<file path="src/rtl/lmsm_sequencer_if.sv">
// rtl/lmsm_sequencer_if.sv - controller <-> LM/SM sequencer handshake and address bundle
//
// Signals (directions shown for the slave / sequencer side):
//   start      in   begin a sequence (honoured in IDLE only)
//   next       in   current transfer complete, advance (honoured in XFER only)
//   reg_list   in   register list IR[7:0], latched on accepted start
//   base_addr  in   first memory address, latched on accepted start
//   reg_addr   out  register index of the current transfer
//   mem_addr   out  memory address of the current transfer
//   valid      out  reg_addr/mem_addr meaningful
//   busy       out  sequence in progress (XFER or DONE)
//   done       out  one-cycle end-of-sequence pulse
//   xfer_count out  transfers completed in the current or last sequence

interface lmsm_sequencer_if #(
    parameter int LIST_W = 8,
    parameter int ADDR_W = 16,
    parameter int RA_W   = 3
);
    logic              start;
    logic              next;
    logic [LIST_W-1:0] reg_list;
    logic [ADDR_W-1:0] base_addr;
    logic [RA_W-1:0]   reg_addr;
    logic [ADDR_W-1:0] mem_addr;
    logic              valid;
    logic              busy;
    logic              done;
    logic [RA_W:0]     xfer_count;

    modport master (
        output start, next, reg_list, base_addr,
        input  reg_addr, mem_addr, valid, busy, done, xfer_count
    );

    modport slave (
        input  start, next, reg_list, base_addr,
        output reg_addr, mem_addr, valid, busy, done, xfer_count
    );
endinterface

</file>
<file path="src/rtl/lmsm_sequencer.sv">
// rtl/lmsm_sequencer.sv - register-list sequencer for load-multiple / store-multiple
//
// Ports:
//   clk       processor clock, rising-edge sampled
//   proc_rst  asynchronous active-low reset
//   bus       lmsm_sequencer_if.slave: start/next/reg_list/base_addr in,
//             reg_addr/mem_addr/valid/busy/done/xfer_count out
//
// Visits the set bits of the latched register list in ascending order, one
// per next, pairing each with a post-incremented memory address.

module lmsm_sequencer #(
    parameter int LIST_W = 8,
    parameter int ADDR_W = 16,
    parameter int RA_W   = 3
) (
    input  logic               clk,
    input  logic               proc_rst,
    lmsm_sequencer_if.slave    bus
);

    typedef enum logic [1:0] {
        S_IDLE = 2'd0,
        S_XFER = 2'd1,
        S_DONE = 2'd2
    } state_t;

    state_t            state, state_nx;
    logic [LIST_W-1:0] mask, mask_nx;
    logic [ADDR_W-1:0] addr, addr_nx;
    logic [RA_W:0]     cnt, cnt_nx;

    logic [RA_W-1:0]   low_idx;
    logic [LIST_W-1:0] mask_cleared;

    // Priority encoder: scanning downward lets the lowest set bit win.
    always_comb begin
        low_idx = '0;
        for (int i = LIST_W - 1; i >= 0; i--) begin
            if (mask[i]) begin
                low_idx = RA_W'(i);
            end
        end
    end

    // x & (x-1) drops exactly the lowest set bit.
    assign mask_cleared = mask & (mask - {{(LIST_W-1){1'b0}}, 1'b1});

    always_ff @(posedge clk or negedge proc_rst) begin
        if (!proc_rst) begin
            state <= S_IDLE;
            mask  <= '0;
            addr  <= '0;
            cnt   <= '0;
        end else begin
            state <= state_nx;
            mask  <= mask_nx;
            addr  <= addr_nx;
            cnt   <= cnt_nx;
        end
    end

    always_comb begin
        state_nx       = state;
        mask_nx        = mask;
        addr_nx        = addr;
        cnt_nx         = cnt;
        bus.valid      = 1'b0;
        bus.busy       = 1'b0;
        bus.done       = 1'b0;
        bus.reg_addr   = '0;
        bus.mem_addr   = addr;
        bus.xfer_count = cnt;

        case (state)
            S_IDLE: begin
                if (bus.start) begin
                    mask_nx  = bus.reg_list;
                    addr_nx  = bus.base_addr;
                    cnt_nx   = '0;
                    state_nx = (bus.reg_list == '0) ? S_DONE : S_XFER;
                end
            end
            S_XFER: begin
                bus.valid    = 1'b1;
                bus.busy     = 1'b1;
                bus.reg_addr = low_idx;
                if (bus.next) begin
                    mask_nx = mask_cleared;
                    addr_nx = addr + {{(ADDR_W-1){1'b0}}, 1'b1};
                    cnt_nx  = cnt + {{RA_W{1'b0}}, 1'b1};
                    if (mask_cleared == '0) begin
                        state_nx = S_DONE;
                    end
                end
            end
            S_DONE: begin
                bus.busy = 1'b1;
                bus.done = 1'b1;
                state_nx = S_IDLE;
            end
            default: begin
                state_nx = S_IDLE;
            end
        endcase
    end

endmodule

</file>
<file path="src/flat_wrapper.sv">
// flat-port wrapper written by rule: the top's interface ports become plain ports
module lmsm_sequencer_flat 
#(
    parameter int LIST_W = 8,
    parameter int ADDR_W = 16,
    parameter int RA_W   = 3
)
  (clk, proc_rst, bus_start, bus_next, bus_reg_list, bus_base_addr, bus_reg_addr, bus_mem_addr, bus_valid, bus_busy, bus_done, bus_xfer_count);
  lmsm_sequencer_if #(.LIST_W(LIST_W), .ADDR_W(ADDR_W), .RA_W(RA_W)) bus_i ();
  input  logic clk;
  input  logic proc_rst;
  input wire logic [$bits(bus_i.start)-1:0] bus_start;
  input wire logic [$bits(bus_i.next)-1:0] bus_next;
  input wire logic [$bits(bus_i.reg_list)-1:0] bus_reg_list;
  input wire logic [$bits(bus_i.base_addr)-1:0] bus_base_addr;
  output wire logic [$bits(bus_i.reg_addr)-1:0] bus_reg_addr;
  output wire logic [$bits(bus_i.mem_addr)-1:0] bus_mem_addr;
  output wire logic [$bits(bus_i.valid)-1:0] bus_valid;
  output wire logic [$bits(bus_i.busy)-1:0] bus_busy;
  output wire logic [$bits(bus_i.done)-1:0] bus_done;
  output wire logic [$bits(bus_i.xfer_count)-1:0] bus_xfer_count;
  assign bus_i.start = bus_start;
  assign bus_i.next = bus_next;
  assign bus_i.reg_list = bus_reg_list;
  assign bus_i.base_addr = bus_base_addr;
  assign bus_reg_addr = bus_i.reg_addr;
  assign bus_mem_addr = bus_i.mem_addr;
  assign bus_valid = bus_i.valid;
  assign bus_busy = bus_i.busy;
  assign bus_done = bus_i.done;
  assign bus_xfer_count = bus_i.xfer_count;
  lmsm_sequencer #(.LIST_W(LIST_W), .ADDR_W(ADDR_W), .RA_W(RA_W)) u_core (.clk(clk), .proc_rst(proc_rst), .bus(bus_i));
endmodule
</file>
<file path="config.mk">
export PLATFORM = sky130hd
export DESIGN_NAME = lmsm_sequencer_flat
export DESIGN_NICKNAME = d
export VERILOG_FILES = /design/src/rtl/lmsm_sequencer_if.sv /design/src/rtl/lmsm_sequencer.sv /design/src/flat_wrapper.sv
export SDC_FILE = /design/constraint.sdc
export NUM_CORES = 1
export LEC_CHECK = 0
export CELL_PAD_IN_SITES_DETAIL_PLACEMENT = 0
export CELL_PAD_IN_SITES_GLOBAL_PLACEMENT = 1
export CORE_MARGIN = 2
export CORE_UTILIZATION = 31
export CTS_CLUSTER_DIAMETER = 30
export DETAILED_ROUTE_END_ITERATION = 6
export PLACE_DENSITY = 0.78
export SYNTH_ARGS = -nofsm -noshare
export SYNTH_HDL_FRONTEND = slang
export SYNTH_SLANG_ARGS = --single-unit
export TNS_END_PERCENT = 100
</file>
<file path="constraint.sdc">
create_clock -name clk -period 1.7 [get_ports clk]
set_input_delay 0.34 -clock clk [delete_from_list [all_inputs] [get_ports clk]]
set_output_delay 0.34 -clock clk [all_outputs]
set_load 0.01 [all_outputs]
</file>
### Word-level counts from Yosys, hierarchy flattened

Index checks and enable logic that the tools add are counted.

* input bits: 28
* output and inout bits: 26
* logic and storage cells: 46
* bits in registers: 30

* reductions and logical operators: 7
* mux-type cells: 26
* bitwise operators: 1
* eq/ne operators: 5
* add/sub/neg operators: 3

Operators with widths (number)
* two-way mux 16 bit: 2
* one-hot mux 16 bit (2 select lines): 1
* two-way mux 3 bit: 9
* adder 16 x 1 -> 16 bit (second input constant): 1
* logical NOT 8 bit: 2
* two-way mux 8 bit: 2
* one-hot mux 8 bit (2 select lines): 1
* bitwise AND 8 bit: 1
* two-way mux 2 bit: 4
* two-way mux 4 bit: 2
* one-hot mux 4 bit (2 select lines): 1
* subtractor 8 x 1 -> 8 bit (second input constant): 1
* AND reduction 3 bit: 2
* adder 4 x 1 -> 4 bit (second input constant): 1
* inequality test 2 bit (second input constant): 2
* one-hot mux 2 bit (2 select lines): 1
* two-way mux 1 bit: 3
* equality test 2 x 1 -> 1 bit (second input constant): 1
* equality test 2 bit (second input constant): 1
* logical NOT 2 bit: 1
* inequality test 2 x 1 -> 1 bit (second input constant): 1
* nonzero test 2 bit: 1
* OR reduction 2 bit: 1

### Longest topological paths before layout

* depth after elaboration: 9
* gate-level depth with buffers: 8
* gate-level depth less buffers: 7

### Least setup slack after synthesis

OpenSTA, ideal clock, no wires.

* kind: register to register
* start point: reg u_core.state[1]
* end point: reg u_core.addr[4], in the netlist u_core.bus.mem_addr[4]
* path slack: -0.056 ns
* required time: 1.623 ns
* cell stages (with the launch flop): 9
* data arrival time: 1.678 ns
* buffers on the path: 1
* period minus slack after synthesis: 1.756 ns
* setup time: 0.077 ns
* path through: dfrtp_1 inv_1 ha_1 mux2i_1 or2_2 buf_2 nor2_1 mux2_2 a21oi_1

* cells in the longest elaborated chain, start to end: 3
* elaborated cells on any way between the ends: 7
* classes of those cells: eq/ne: 3; mux: 1; reduce/logical: 3

Ends and longest elaborated chain
* start, declared: line lmsm_sequencer.sv:28 `state_t state, state_nx;`
* start signal, assigned: line lmsm_sequencer.sv:56 `state <= state_nx;`
* equality test 2 x 1 -> 1 bit / logical NOT 2 bit (equally long branches): line lmsm_sequencer.sv:75 `case (state)`
* inequality test 2 bit (no source line) / nonzero test 2 bit (equally long branches)
* AND reduction 3 bit (no source line)
* end signal, assigned: line lmsm_sequencer.sv:58 `addr <= addr_nx;`
* end, declared: line lmsm_sequencer.sv:30 `logic [ADDR_W-1:0] addr, addr_nx;`

Parallel ways exist; a longest one is shown, timed or not.
A chain may end at the register's enable or synchronous reset.

### Worst setup path in the final report

* start point: reg u_core.mask[1]
* end point: out bus_reg_addr[2]

* cells in the longest elaborated chain, start to end: 3

Ends and longest elaborated chain
* start, declared: line lmsm_sequencer.sv:29 `logic [LIST_W-1:0] mask, mask_nx;`
* start signal, assigned: line lmsm_sequencer.sv:57 `mask <= mask_nx;`
* two-way mux 3 bit (2 in a row): line lmsm_sequencer.sv:40 `if (mask[i]) begin`
* two-way mux 3 bit: line lmsm_sequencer.sv:75
* end, declared: line flat_wrapper.sv:16 `output wire logic [$bits(bus_i.reg_addr)-1:0] bus_reg_addr;`

No other way between the ends.

==> implementation parameters <==
Parameter                              Value

CTS
  Clock Sink Count    30
  Clock root buffer    sky130_fd_sc_hd__clkbuf_8
  Worst-case clock buffer depth    2
  Worst skew pair latency    0.29 ns
  Clock input transition at the sequential cells of the worst setup and hold paths    0.07 ns
  CTS tree    built
  H-Tree Depth    2
  # hold bufs at CTS    0
  Number of buffers inserted during clock tree synthesis    5

GRT
  Largest net degree at the start of global routing    31
  Wire length of the first global-routing pass    9380 µm
  Vias in the first global route    1,997
  Global-route congestion overflow total    0
  Antenna violations before repair    0
  Total routing resource utilization after global routing    18.7%

Cells and area
  Number of nets in the layout    355
  Synthesis-to-layout area growth    77.5%
  Share of post-route cells with drive strength above 1    41.5%
  Ant diodes    0
  Share of the core filled with cells in the final layout    56.6%
  Filler Cell Count    516

Drt
  Antenna Violating Nets Remaining    0
  1st-pass router iterations    4
  Final Routed Wirelength    6010 µm
  Violation count after the first detailed-routing iteration    106
  DRC errors left    0
  DR vias/cell    5.07
  Number of vias after detailed routing    2,018
  Wire per inst    15.1 µm

Setup path
  Kind of cell adding the most delay to the critical path    simple AND/OR/NAND/NOR gates
  Cells along the critical path    or4_4 > nor3_2 > buf_2
  Timing startpoint of the critical path    u_core.mask[1]
  Delay contributed by the slowest stage of the critical path    0.55 ns
  Crit start category    flop
  Crit path capture type    output pin
  Biggest fanout along the worst timing path    2
  Worst endpoint required time    1.36 ns
  Slowest library cell on the worst path    sky130_fd_sc_hd__or4_4
  Endpoint arrival time on the critical path    1.49 ns
  Setup Crit Path Kind    flop to output pin
  Crit Reg-Reg Startpoint    u_core.mask[1]
  Buffer and inverter count on the worst path    1

Power and ir drop
  Fraction of power consumed by the clock network    9.4%
  Comb pwr share    69.0%
  Switching power total    0.00280 W
  Leakage power of the design    1.42 nW
  Fraction of power spent switching nets    41.9%
  Overall power of the completed layout    0.00668 W
  Register share of total power    21.6%
  Max VDD drop    0.000869 V
  Power per cell area    2020 mW/mm²
  Internal power contribution    0.00389 W

Timing
  Max-slew headroom at the worst pin    73.6%
  Worst-Margin Slew    0.397 ns
  Final cycle utilization of the critical path    108%
  Post-route minimum period    1.83 ns
  Worst setup skew after layout    0.00238 ns
  Setup repair after global routing missed its margin    yes
  Upper clock frequency limit    546 MHz
  Max-slew violation count    0
  Smallest setup slack after layout    -0.130 ns
  Final hold violation count    0
  Final number of setup-violating endpoints    9

Floorplanning
  Overall die width    81.6 µm
  Area enclosed by the die boundary    0.00665 mm²
  Top-level port count    54
  Core Box Area    0.00585 mm²
  Initial Utilization    31.9%
  Placement row count    28
  Vertical die dimension    81.6 µm

Yosys
  Number of distinct standard cells referenced by the synthesized netlist    41
  Post-synth ARST share    100%
  Most area-hungry cell type in the Yosys netlist    sky130_fd_sc_hd__dfrtp_1
  Total nets after synthesis    251
  Count of synthesis-stage warnings from yosys    0
  Sequential fraction of the synthesis area    40.2%
  Ys flop type    sky130_fd_sc_hd__dfrtp_1
  Area share of the largest cell type after synthesis    40.2%
  Seq cells post-synth    30
  Mean cell area of the mapped netlist    8.56 µm²
  Mapped Cells    218
  Most area-consuming cells after synthesis    sky130_fd_sc_hd__dfrtp_1 (40%), sky130_fd_sc_hd__nand2_1 (5.4%), sky130_fd_sc_hd__a21oi_1 (5.1%), sky130_fd_sc_hd__o21ai_0 (5.1%), sky130_fd_sc_hd__o22ai_1 (4.4%)
  Number of flops mapped to enable cells by yosys    0
  Cell Area, Synth    0.00187 mm²

Place
  Dpl hpwl    4130 µm
  Number of buffer cells added on primary ports    53
  Final weighted congestion in routability-driven placement    0.825

Flow run
  MaxCap Viol Count    0

Outcome
  Outcome    complete, but fails checks
  Violated checks    setup timing

Min path
  Class of the tightest hold or removal check    input pin to async pin
==> logic make-up after synthesis <==
family / after synthesis / share of synthesized area (%)
AOI/OAI and AO/OA: 68 / 22.3
buffers and inverters: 20 / 4.96
muxes: 11 / 6.10
adders and majority gates: 5 / 3.35
DFF: 30 / 40.2
and+or+nand+nor: 81 / 21.7
xor gates and xnor gates: 3 / 1.41
==> stage by stage <==
stage	std cells	instance area, µm²	TNS (ns)	setup WS, ns	hold WS (ns)
after CTS	395	3020	-0.365	-0.176	0.467
after floorplan	218	1880	-0.00328	-0.00328	0.0444
after global routing	398	3310	-1.70	-0.171	0.503
after detailed placement	381	2800	-2.16	-0.303	0.531
after global placement	381	2800	-1.70	-0.293	0.516
final	398	3310	-0.415	-0.130	0.445
==> path summary, 6_finish.rpt <==
| path | cells after the start | slack [ns] | endpoint |
|---|---|---|---|
| worst max-delay path | 3 | -0.13 | bus_reg_addr[2] |
| worst min-delay path | 2 | 0.45 | u_core.bus.mem_addr[4] |
| worst max register to register | 6 | -0.13 | u_core.mask[7] |
| worst min register to register | 2 | 0.54 | u_core.bus.xfer_count[3] |
| max in group asynchronous | 2 | 0.94 | u_core.bus.mem_addr[8] |
| min in group clk | 2 | 0.54 | u_core.bus.xfer_count[3] |
==> power groups by stage <==
stage               Sequential [W]  Clock (W)  Combinational, W
global placement           0.00139          0           0.00347
floorplan                  0.00147          0           0.00173
CTS                        0.00139   0.000649           0.00389
detailed placement         0.00140          0           0.00352
global route               0.00150   0.000681           0.00499
finish                     0.00144   0.000627           0.00461
==> Yosys cell counts (2+ instances only) <==
cell type / instances
sky130_fd_sc_hd__a21oi_1: 19
sky130_fd_sc_hd__a22o_1: 4
sky130_fd_sc_hd__a22oi_1: 2
sky130_fd_sc_hd__and3_1: 3
sky130_fd_sc_hd__buf_2: 5
sky130_fd_sc_hd__clkbuf_1: 4
sky130_fd_sc_hd__dfrtp_1: 30
sky130_fd_sc_hd__ha_1: 5
sky130_fd_sc_hd__inv_1: 9
sky130_fd_sc_hd__mux2_2: 3
sky130_fd_sc_hd__mux2i_1: 8
sky130_fd_sc_hd__nand2_1: 27
sky130_fd_sc_hd__nand2b_1: 2
sky130_fd_sc_hd__nand3_1: 12
sky130_fd_sc_hd__nand4_1: 2
sky130_fd_sc_hd__nor2_1: 16
sky130_fd_sc_hd__nor2b_1: 2
sky130_fd_sc_hd__nor3_1: 6
sky130_fd_sc_hd__nor4_1: 4
sky130_fd_sc_hd__o21ai_0: 19
sky130_fd_sc_hd__o22ai_1: 13
sky130_fd_sc_hd__o2bb2ai_1: 2
sky130_fd_sc_hd__xor2_1: 3
==> placed cells by master (no fill, tap or decap), types with 3 or more instances in the layout <==
cell,Yosys,final
sky130_fd_sc_hd__dfrtp_1,30,26
sky130_fd_sc_hd__clkdlybuf4s50_1,0,45
sky130_fd_sc_hd__mux2i_1,8,7
sky130_fd_sc_hd__nor4_1,4,3
sky130_fd_sc_hd__a22o_1,4,4
sky130_fd_sc_hd__o22ai_1,13,6
sky130_fd_sc_hd__nor2_2,1,3
sky130_fd_sc_hd__dfrtp_2,0,4
sky130_fd_sc_hd__inv_1,9,7
sky130_fd_sc_hd__nand3_2,0,6
sky130_fd_sc_hd__buf_4,1,44
sky130_fd_sc_hd__nand2_2,0,6
sky130_fd_sc_hd__nor3_2,0,3
sky130_fd_sc_hd__o21ai_2,0,6
sky130_fd_sc_hd__nor2_1,16,12
sky130_fd_sc_hd__a21oi_1,19,14
sky130_fd_sc_hd__o22ai_2,0,7
sky130_fd_sc_hd__clkbuf_8,0,6
sky130_fd_sc_hd__xor2_1,3,3
sky130_fd_sc_hd__o21ai_1,1,7
sky130_fd_sc_hd__nand3_1,12,6
sky130_fd_sc_hd__a21oi_2,0,5
sky130_fd_sc_hd__buf_6,1,8
sky130_fd_sc_hd__nand2_1,27,20
sky130_fd_sc_hd__o21ai_0,19,7
==> area by class of cell <==
class / count / area [µm²] / share of cell area (%)
Clock buffer: 6 / 82.6 / 2.49
Clock inverter: 2 / 12.5 / 0.378
Inverter: 9 / 33.8 / 1.02
Multi-Input combinational cell: 168 / 1320 / 39.8
Sequential cell: 30 / 756 / 22.8
Tap cell: 75 / 93.8 / 2.83
Timing Repair Buffer: 108 / 1010 / 30.6
==> timing repair <==
action	in CTS	in global routing
buffers inserted	4	5
endpoints found under the setup margin	31	37
gates resized for setup	45	75
pin swaps	9	26
cloned	2	1
==> registers in the layout, summed over array words and instances (netlist names) <==
| signal | cells |
|---|---|
| u_core.bus.mem_addr | 16 |
| u_core.mask | 8 |
| u_core.bus.xfer_count | 4 |
| u_core.state | 2 |
==> metal layers <==
metal / wire, µm / vias to the layer above / GRT usage [%]
li1: - / 1007 / -
met1: 2540 / 962 / 23.7
met2: 3130 / 43 / 32.5
met3: 254 / 6 / 3.63
met4: 95 / 0 / 5.17
met5: 0 / - / 0
Power figures use the tool's default switching activity.
